File: config.mk
export PLATFORM = sky130hd
export DESIGN_NAME = fp_add_arbiter_flat
export DESIGN_NICKNAME = d
export VERILOG_FILES = /design/src/rtl/fp_add_arbiter_if.sv /design/src/rtl/fp_add_arbiter.sv /design/src/flat_wrapper.sv
export SDC_FILE = /design/constraint.sdc
export NUM_CORES = 1
export LEC_CHECK = 0
export ABC_AREA = 1
export BUFFER_PORTS_ARGS = -buffer_cell sky130_fd_sc_hd__buf_2
export CAP_MARGIN = 15
export CORE_AREA = 2 2 157 159
export CTS_CLUSTER_DIAMETER = 200
export DETAILED_ROUTE_END_ITERATION = 10
export DIE_AREA = 0 0 159 161
export HOLD_SLACK_MARGIN = 0.05
export PLACE_DENSITY = 0.63
export SETUP_SLACK_MARGIN = 0.15
export SLEW_MARGIN = 20
export SYNTH_ARGS = -nofsm -noshare
export SYNTH_HDL_FRONTEND = slang
export SYNTH_SLANG_ARGS = --single-unit
File: constraint.sdc
create_clock -name clk -period 2.6 [get_ports clk]
set_input_delay 0.26 -clock clk [delete_from_list [all_inputs] [get_ports clk]]
set_output_delay 0.26 -clock clk [all_outputs]
set_load 0.02 [all_outputs]
File: src/rtl/fp_add_arbiter_if.sv
// ----------------------------------------------------------------------------
// fp_add_arbiter_if
// Bundles the arbiter's client, adder and response signals.
//   slave  : the arbiter itself
//   master : the clients plus the shared adder (or a testbench standing in)
// Signals:
//   req_valid/req_ready/req_a/req_b/req_sub : per-requester issue channel
//   fpu_start/fpu_x1/fpu_x2/fpu_done/fpu_result : shared adder handshake
//   rsp_valid/rsp_ready/rsp_result : per-requester response channel
//   err_spurious : sticky flag, adder done seen while not waiting for it
// ----------------------------------------------------------------------------
interface fp_add_arbiter_if #(
    parameter int N_REQ = 4
) ();
    logic [N_REQ-1:0]       req_valid;
    logic [N_REQ-1:0]       req_ready;
    logic [N_REQ-1:0][31:0] req_a;
    logic [N_REQ-1:0][31:0] req_b;
    logic [N_REQ-1:0]       req_sub;

    logic                   fpu_start;
    logic [31:0]            fpu_x1;
    logic [31:0]            fpu_x2;
    logic                   fpu_done;
    logic [31:0]            fpu_result;

    logic [N_REQ-1:0]       rsp_valid;
    logic [N_REQ-1:0]       rsp_ready;
    logic [31:0]            rsp_result;

    logic                   err_spurious;

    modport slave (
        input  req_valid, req_a, req_b, req_sub, fpu_done, fpu_result, rsp_ready,
        output req_ready, fpu_start, fpu_x1, fpu_x2, rsp_valid, rsp_result, err_spurious
    );

    modport master (
        output req_valid, req_a, req_b, req_sub, fpu_done, fpu_result, rsp_ready,
        input  req_ready, fpu_start, fpu_x1, fpu_x2, rsp_valid, rsp_result, err_spurious
    );
endinterface

File: src/rtl/fp_add_arbiter.sv
// ----------------------------------------------------------------------------
// fp_add_arbiter
// Shares one multi-cycle single-precision adder between N_REQ requesters.
// Round-robin grant, operand capture (B sign flipped for subtract), start/done
// sequencing of the adder and response return to the owning requester. One
// operation is in flight at a time.
//
// Ports:
//   clk   : clock
//   rst_n : asynchronous active-low reset
//   bus   : fp_add_arbiter_if.slave (request, adder and response channels)
//
// Optional feature macro: FP_ARB_ZERO_BYPASS_EN
//   When defined, an operation whose A or B is +/-0 skips the adder and
//   answers directly with the other operand.
// ----------------------------------------------------------------------------
module fp_add_arbiter #(
    parameter int N_REQ = 4,
    parameter int IDX_W = $clog2(N_REQ)
) (
    input  logic           clk,
    input  logic           rst_n,
    fp_add_arbiter_if.slave bus
);

    typedef enum logic [1:0] {
        IDLE  = 2'd0,
        ISSUE = 2'd1,
        WAIT  = 2'd2,
        RESP  = 2'd3
    } state_t;

    state_t           state_q, state_d;
    logic [IDX_W-1:0] ptr_q;
    logic [IDX_W-1:0] owner_q;
    logic [31:0]      x1_q;
    logic [31:0]      x2_q;
    logic [31:0]      rsp_q;
    logic             err_q;

    // Round-robin search result.
    logic             gnt_found;
    logic [IDX_W-1:0] gnt_idx;
    logic [IDX_W-1:0] cand;

    // Operands of the granted requester; B already carries the subtract flip.
    logic [31:0]      sel_a;
    logic [31:0]      sel_b;
    logic             bypass;
    logic [31:0]      bypass_result;

    // ------------------------------------------------------------------------
    // Grant: first valid requester starting one past the pointer, wrapping.
    // ------------------------------------------------------------------------
    // NOTE: every variable written here gets a default first, so no path
    // leaves a value unassigned and no latch is inferred.
    always_comb begin
        gnt_found = 1'b0;
        gnt_idx   = ptr_q;
        cand      = ptr_q;
        for (int off = 1; off <= N_REQ; off++) begin
            cand = IDX_W'((int'(ptr_q) + off) % N_REQ);
            if (!gnt_found && bus.req_valid[cand]) begin
                gnt_found = 1'b1;
                gnt_idx   = cand;
            end
        end
    end

    assign sel_a = bus.req_a[gnt_idx];
    assign sel_b = bus.req_b[gnt_idx] ^ {bus.req_sub[gnt_idx], 31'b0};

`ifdef FP_ARB_ZERO_BYPASS_EN
    logic a_zero;
    logic b_zero;

    // +/-0: exponent and mantissa both zero, sign ignored.
    assign a_zero = (sel_a[30:0] == 31'b0);
    assign b_zero = (sel_b[30:0] == 31'b0);
    assign bypass = a_zero | b_zero;

    always_comb begin
        bypass_result = sel_a;
        if (a_zero && b_zero)
            bypass_result = {sel_a[31] & sel_b[31], sel_a[30:0]};
        else if (a_zero)
            bypass_result = sel_b;
    end
`else
    assign bypass        = 1'b0;
    assign bypass_result = 32'b0;
`endif

    // ------------------------------------------------------------------------
    // FSM
    // ------------------------------------------------------------------------
    // NOTE: sequential state uses non-blocking assignments so every register
    // samples values from before the edge, independent of statement order.
    always_ff @(posedge clk or negedge rst_n) begin
        if (!rst_n)
            state_q <= IDLE;
        else
            state_q <= state_d;
    end

    always_comb begin
        state_d = state_q;
        unique case (state_q)
            IDLE:  if (gnt_found) state_d = bypass ? RESP : ISSUE;
            ISSUE: state_d = WAIT;
            WAIT:  if (bus.fpu_done) state_d = RESP;
            RESP:  if (bus.rsp_ready[owner_q]) state_d = IDLE;
            default: state_d = IDLE;
        endcase
    end

    // ------------------------------------------------------------------------
    // Datapath registers
    // ------------------------------------------------------------------------
    always_ff @(posedge clk or negedge rst_n) begin
        if (!rst_n) begin
            ptr_q   <= IDX_W'(N_REQ - 1);
            owner_q <= '0;
            x1_q    <= 32'b0;
            x2_q    <= 32'b0;
            rsp_q   <= 32'b0;
            err_q   <= 1'b0;
        end else begin
            if (state_q == IDLE && gnt_found) begin
                owner_q <= gnt_idx;
                ptr_q   <= gnt_idx;
                x1_q    <= sel_a;
                x2_q    <= sel_b;
                if (bypass)
                    rsp_q <= bypass_result;
            end
            if (state_q == WAIT && bus.fpu_done)
                rsp_q <= bus.fpu_result;
            // A done pulse we are not waiting for is a protocol error; sticky.
            if (bus.fpu_done && state_q != WAIT)
                err_q <= 1'b1;
        end
    end

    // ------------------------------------------------------------------------
    // Outputs
    // ------------------------------------------------------------------------
    assign bus.req_ready    = (state_q == IDLE && gnt_found) ? (N_REQ'(1) << gnt_idx) : '0;
    assign bus.rsp_valid    = (state_q == RESP) ? (N_REQ'(1) << owner_q) : '0;
    assign bus.fpu_start    = (state_q == ISSUE);
    assign bus.fpu_x1       = x1_q;
    assign bus.fpu_x2       = x2_q;
    assign bus.rsp_result   = rsp_q;
    assign bus.err_spurious = err_q;

endmodule

File: src/flat_wrapper.sv
// flat-port wrapper written by rule: the top's interface ports become plain ports
module fp_add_arbiter_flat 
#(
    parameter int N_REQ = 4,
    parameter int IDX_W = $clog2(N_REQ)
)
  (clk, rst_n, bus_req_valid, bus_req_a, bus_req_b, bus_req_sub, bus_fpu_done, bus_fpu_result, bus_rsp_ready, bus_req_ready, bus_fpu_start, bus_fpu_x1, bus_fpu_x2, bus_rsp_valid, bus_rsp_result, bus_err_spurious);
  fp_add_arbiter_if #(.N_REQ(N_REQ)) bus_i ();
  input  logic clk;
  input  logic rst_n;
  input wire logic [$bits(bus_i.req_valid)-1:0] bus_req_valid;
  input wire logic [$bits(bus_i.req_a)-1:0] bus_req_a;
  input wire logic [$bits(bus_i.req_b)-1:0] bus_req_b;
  input wire logic [$bits(bus_i.req_sub)-1:0] bus_req_sub;
  input wire logic [$bits(bus_i.fpu_done)-1:0] bus_fpu_done;
  input wire logic [$bits(bus_i.fpu_result)-1:0] bus_fpu_result;
  input wire logic [$bits(bus_i.rsp_ready)-1:0] bus_rsp_ready;
  output wire logic [$bits(bus_i.req_ready)-1:0] bus_req_ready;
  output wire logic [$bits(bus_i.fpu_start)-1:0] bus_fpu_start;
  output wire logic [$bits(bus_i.fpu_x1)-1:0] bus_fpu_x1;
  output wire logic [$bits(bus_i.fpu_x2)-1:0] bus_fpu_x2;
  output wire logic [$bits(bus_i.rsp_valid)-1:0] bus_rsp_valid;
  output wire logic [$bits(bus_i.rsp_result)-1:0] bus_rsp_result;
  output wire logic [$bits(bus_i.err_spurious)-1:0] bus_err_spurious;
  assign bus_i.req_valid = bus_req_valid;
  assign bus_i.req_a = bus_req_a;
  assign bus_i.req_b = bus_req_b;
  assign bus_i.req_sub = bus_req_sub;
  assign bus_i.fpu_done = bus_fpu_done;
  assign bus_i.fpu_result = bus_fpu_result;
  assign bus_i.rsp_ready = bus_rsp_ready;
  assign bus_req_ready = bus_i.req_ready;
  assign bus_fpu_start = bus_i.fpu_start;
  assign bus_fpu_x1 = bus_i.fpu_x1;
  assign bus_fpu_x2 = bus_i.fpu_x2;
  assign bus_rsp_valid = bus_i.rsp_valid;
  assign bus_rsp_result = bus_i.rsp_result;
  assign bus_err_spurious = bus_i.err_spurious;
  fp_add_arbiter #(.N_REQ(N_REQ), .IDX_W(IDX_W)) u_core (.clk(clk), .rst_n(rst_n), .bus(bus_i));
endmodule
==> Word level (Yosys, flattened, before mapping) <==
Index checks and enable logic that the tools add are counted.
{ "totals": {"reg_bits": 103, "inputBits": 303, "out_inout_bits": 106, "wordCells": 68} }
{ "op_classes": {"addsub": 4, "magnitude_cmp": 6, "eq_ne": 7, "shift": 2, "mux": 30, "bitwise": 1, "n_reduce_logical": 11} }
{ "ops": {"columns": ["operator", "n"], "rows": [
  ["binary-select mux 32 bit (select 2 bit)", 2],
  ["two-way mux 32 bit", 2],
  ["XOR 32 bit", 1],
  ["less-than comparator 2 x 3 -> 1 bit, second input constant", 6],
  ["two-way mux 2 bit", 7],
  ["binary-select mux 1 bit (select 2 bit)", 6],
  ["two-way mux 1 bit", 10],
  ["two-way mux 4 bit", 2],
  ["one-hot mux 2 bit (4 select lines)", 1],
  ["left shift 1 x 2 -> 4 bit, first input constant", 2],
  ["logical AND 1 bit", 6],
  ["adder 2 x 1 -> 2 bit, second input constant", 2],
  ["adder 2 bit, second input constant", 2],
  ["equality test 2 bit, second input constant", 2],
  ["inequality test 2 x 1 -> 1 bit, second input constant", 2],
  ["inequality test 2 bit, second input constant", 2],
  ["zero test 1 bit", 3],
  ["AND reduction 3 bit", 1],
  ["equality test 2 x 1 -> 1 bit, second input constant", 1],
  ["zero test 2 bit", 1]
]} }

==> Longest topological paths before layout <==
{ "logic_depth": {"ltp_word": 16, "mapped_depth": 15, "ltp_nobuf": 14} }

==> Worst setup path before layout <==
OpenSTA, ideal clock, no wires.
{ "synth_timing": {"path_kind": "register -> output", "from": "register u_core.ptr_q[0]", "to": "output bus_req_ready[1]", "t_arrival_ns": 1.896, "setup_slack_ns": 0.444, "path_stages_with_launch": 14, "n_path_buf": 3, "cell_sequence": "dfstp_2 -> buf_4 -> nand2_1 -> nand2_2 -> nand2_2 -> nand2_2 -> inv_2 -> nand2_1 -> nand2_1 -> nand2_1 -> buf_6 -> buf_6 -> nand2_1 -> nor2_1"} }
{ "synth_via": {"elab_chain_cells": 15, "word_cells_on_any_way": 29, "classes_between": "add/sub (4); shift (1); mux (17); reduce/logical (7)"} }
{ "synth_lines": {"columns": ["item", "line", "rtl"], "rows": [
  ["start: declaration", "fp_add_arbiter.sv:34", "logic [IDX_W-1:0] ptr_q;"],
  ["start signal: assignment", "fp_add_arbiter.sv:122", "ptr_q <= IDX_W'(N_REQ - 1);"],
  ["start signal: assignment", "fp_add_arbiter.sv:131", "ptr_q <= gnt_idx;"],
  ["adder 2 x 1 -> 2 bit", "fp_add_arbiter.sv:62", "cand = IDX_W'((int'(ptr_q) + off) % N_REQ);"],
  ["binary-select mux 1 bit (select 2 bit)", "fp_add_arbiter.sv:63", "if (!gnt_found && bus.req_valid[cand]) begin"],
  ["two-way mux 1 bit (not written as such)", "fp_add_arbiter.sv:63", null],
  ["two-way mux 1 bit", "fp_add_arbiter.sv:63", null],
  ["zero test 1 bit", "fp_add_arbiter.sv:63", null],
  ["logical AND 1 bit", "fp_add_arbiter.sv:63", null],
  ["two-way mux 1 bit", "fp_add_arbiter.sv:63", null],
  ["zero test 1 bit", "fp_add_arbiter.sv:63", null],
  ["logical AND 1 bit", "fp_add_arbiter.sv:63", null],
  ["two-way mux 1 bit", "fp_add_arbiter.sv:63", null],
  ["zero test 1 bit", "fp_add_arbiter.sv:63", null],
  ["logical AND 1 bit", "fp_add_arbiter.sv:63", null],
  ["two-way mux 2 bit / two-way mux 1 bit (equally long branches)", "fp_add_arbiter.sv:63", null],
  ["left shift 1 x 2 -> 4 bit / logical AND 1 bit (equally long branches)", "fp_add_arbiter.sv:148", "assign bus.req_ready = (state_q == IDLE && gnt_found) ? (N_REQ'(1) << gnt_idx) : '0;"],
  ["two-way mux 4 bit *", "fp_add_arbiter.sv:148", null],
  ["end: declaration", "flat_wrapper.sv:18", "output wire logic [$bits(bus_i.req_ready)-1:0] bus_req_ready;"]
]} }
Every way passes the cells marked *; elsewhere a longest branch is shown, timed or not. The select of a mux whose other input is x is not followed.

==> Final worst setup path <==
Ends and elaborated chain as after synthesis.

==> flow_summary.toml <==
[setup_path]
crit_cells = 12
cpMostUsedCell = "nand2_4"
cp-end-kind = "output pin"
cpMaxStageDelayCell = "dfstp_2"
critPathArrivalTime_ns = 2.18
cp_cell_sequence = "inv_4 -> nand2_2 -> nand2_4 -> nand2_4 -> nand2_4 -> nor2_4 -> nand3b_1 -> nand2_4 -> inv_4 -> nand2_2 -> nor2_2 -> buf_4"
start_kind = "register"
cp.required_ns = 2.34
crit_family = "simple AND/OR/NAND/NOR gates"
rr_worst_depth = 14
critPathMaxStageDelay_ns = 0.59
worst-path-max-fanout = 9
crit_type = "reg -> out"
worst-path-buf-inv = 3

[yosys]
synth_cell_types = 28
yosys.area.top_type = "dfrtp_1"
ys_warn_count = 0
ys.flop_type = "dfrtp_1"
seq_area_frac_synth = 0.399
postSynthAreaPerCell_um2 = 6.88
synth_top_area_frac = 0.391
yosys-top-cells-area = "dfrtp_1 (39%), nand2_1 (35%), nand3_1 (5.9%)"
ys_seq_elements = 103
synth.most_common_cell = "nand2_1"
syn_nets = 1246
synthTopCellsByCount = "nand2_1 (607), dfrtp_1 (101), nand3_1 (76), mux2_2 (32), buf_6 (23)"
syn_area_mm2 = 0.00646
synthArstFlopShare = 1.00
synth_cells = 939
synth_edf_count = 0

[clock_network]
cts-root-buf = "clkbuf_16"
clk_pin_slew_worst_paths_ns = 0.09
htree_levels = 3
cts_buffers = 9
clock_latency_ns = 0.35
cts_tree = "yes"
clkSinkCount = 103
clock_path_buffers = 2

[power]
clockPowerShare = 0.100
switchingPower_mw = 7.59
internal_power_mw = 6.74
peakVddDrop_v = 0.00141
leakagePower_nw = 5.40
p_seq_frac = 0.199
p_comb_frac = 0.701
p_sw_frac = 0.530
powerDensity_mw_per_mm2 = 1540

[sta]
layout_min_cycle_time_ns = 2.44
relSlewSlack = 0.597
fin_tns_setup_ns = 0
setup_viol = 0
rsz0062_at_grt = "true"
max_freq_ghz = 0.410
worstMarginPinSlew_ns = 0.599
drv_slew = 0
hold_viol = 0
holdWs_ns = 0.130
period_share = 0.939
finalClockSkew_ns = 0.0113

[grt]
overflow = 0
grt_max_degree = 73
antenna_found_initial = 0
grt_pass1_vias = 6871
grt_use_total = 0.171
grt_pass1_wl_um = 35400

[layout]
register_area_mm2 = 0.00258
nets = 1640
num_antenna_cells = 0
syn2layout_area_growth_pct = 44.0
final_util = 0.388
drive_gt1_frac = 0.395
fillers = 2495
multi_input_area_mm2 = 0.00351

[place]
dpl.hpwl_um = 16900
portBuffers = 408
gp_congestion = 0.866

[status]
status = "complete, no violations"

[floorplanning]
die_w_um = 159
initial_core_util = 0.270
fp-row-count = 57
core_area_mm2 = 0.0240
die_h_um = 161
die_area_mm2 = 0.0256
ios = 409

[detailed_routing]
viasPerCell = 4.40
firstDrtPassIters = 4
wl_per_cell_um = 13.9
drt_iter0_drc = 509
drc = 0
drtAntennaViolNets = 0
drt_wl_total_um = 23100
vias = 7306

[hold_path]
hold_path_depth = 2
holdCritPathClass = "in -> reg"

[flow_run]
cap_violations = 0
path summary, 6_finish.rpt:
check | startpoint | to | slack, ns
max in group asynchronous | rst_n | u_core.bus.fpu_x2[23] | 1.43
worst max register to register | u_core.ptr_q[0] | u_core.bus.fpu_x2[23] | 0.25
worst min-delay path | bus_fpu_result[17] | u_core.bus.rsp_result[17] | 0.13
worst max-delay path | u_core.ptr_q[0] | bus_req_ready[1] | 0.16
worst min register to register | u_core.bus.err_spurious | u_core.bus.err_spurious | 0.46
min in group asynchronous | rst_n | u_core.state_q[1] | 0.41
state kept, by name (all words and copies together), names as in the netlist:
register and flops:
u_core.ptr_q 2, u_core.bus.fpu_x1 32, u_core.bus.rsp_result 32, u_core.bus.err_spurious 1
u_core.state_q 2, u_core.bus.fpu_x2 32, u_core.owner_q 2
layer usage:
layer | vias up | track usage | wire (um)
met4 | 0 | 0.0649 | 600
met1 | 3273 | 0.214 | 9670
met3 | 35 | 0.0370 | 1560
met2 | 309 | 0.290 | 11300
met5 | - | 0 | 0
li1 | 3689 | - | -
cell type report:
type | count | share of cell area
Multi-Input combinational cell | 765 | 0.377
Sequential cell | 103 | 0.277
Timing Repair Buffer | 435 | 0.260
Tap cell | 324 | 0.0436
Clock buffer | 9 | 0.0242
Clock inverter | 7 | 0.00982
Inverter | 19 | 0.00820
repair_timing:
action | CTS | global route
resized for setup | 7 | 35
hold endpoints to repair | 33 | 0
hold buffers | 1 | 0
endpoints found under the setup margin | 4 | 21
pin swaps | 2 | 16
gates cloned | 2 | 0
setup buffers | 4 | 9
placed cells by master (no fill, tap or decap), drive strengths merged, types with 8 or more instances in the layout:
master and instances:
dfrtp 101, inv 22, clkbuf 9, mux2 32, o21ai 8, buf 432
nor2 8, nand3 79, nand2 618
power by group through the flow:
stage / Sequential [mW] / Clock [mW] / Combinational [mW]
after global routing: 2.94 / 1.53 / 11.2
after CTS: 2.86 / 1.49 / 9.69
after detailed placement: 2.89 / 0 / 9.09
final: 2.86 / 1.43 / 10.0
after global placement: 2.87 / 0 / 9.05
after floorplan: 3.71 / 0 / 6.28
stage by stage:
stage / power, mW / std cells / cell area [um^2] / setup WS [ns]
floorplan: 9.99 / 939 / 6460 / 0.444
finish: 14.3 / 1662 / 9310 / 0.158
global route: 15.7 / 1662 / 9310 / 0.0414
detailed placement: 12.0 / 1630 / 8660 / 0.323
CTS: 14.0 / 1653 / 9110 / 0.139
global placement: 11.9 / 1630 / 8660 / 0.354
logic make-up (layout without fill, tap and decap cells):
kind of cell             after synthesis  count (layout)  synth area share
AND/OR/NAND/NOR                      711             711             0.438
flip-flops                           103             103             0.399
buffers and inverters                 71             470            0.0801
XOR/XNOR                               4               4           0.00542
AO/OA/AOI/OAI                         14              14            0.0137
multiplexers                          32              32            0.0557
adder cells (fa/ha/maj)                4               4           0.00774
(Power assumes the default switching activity.)
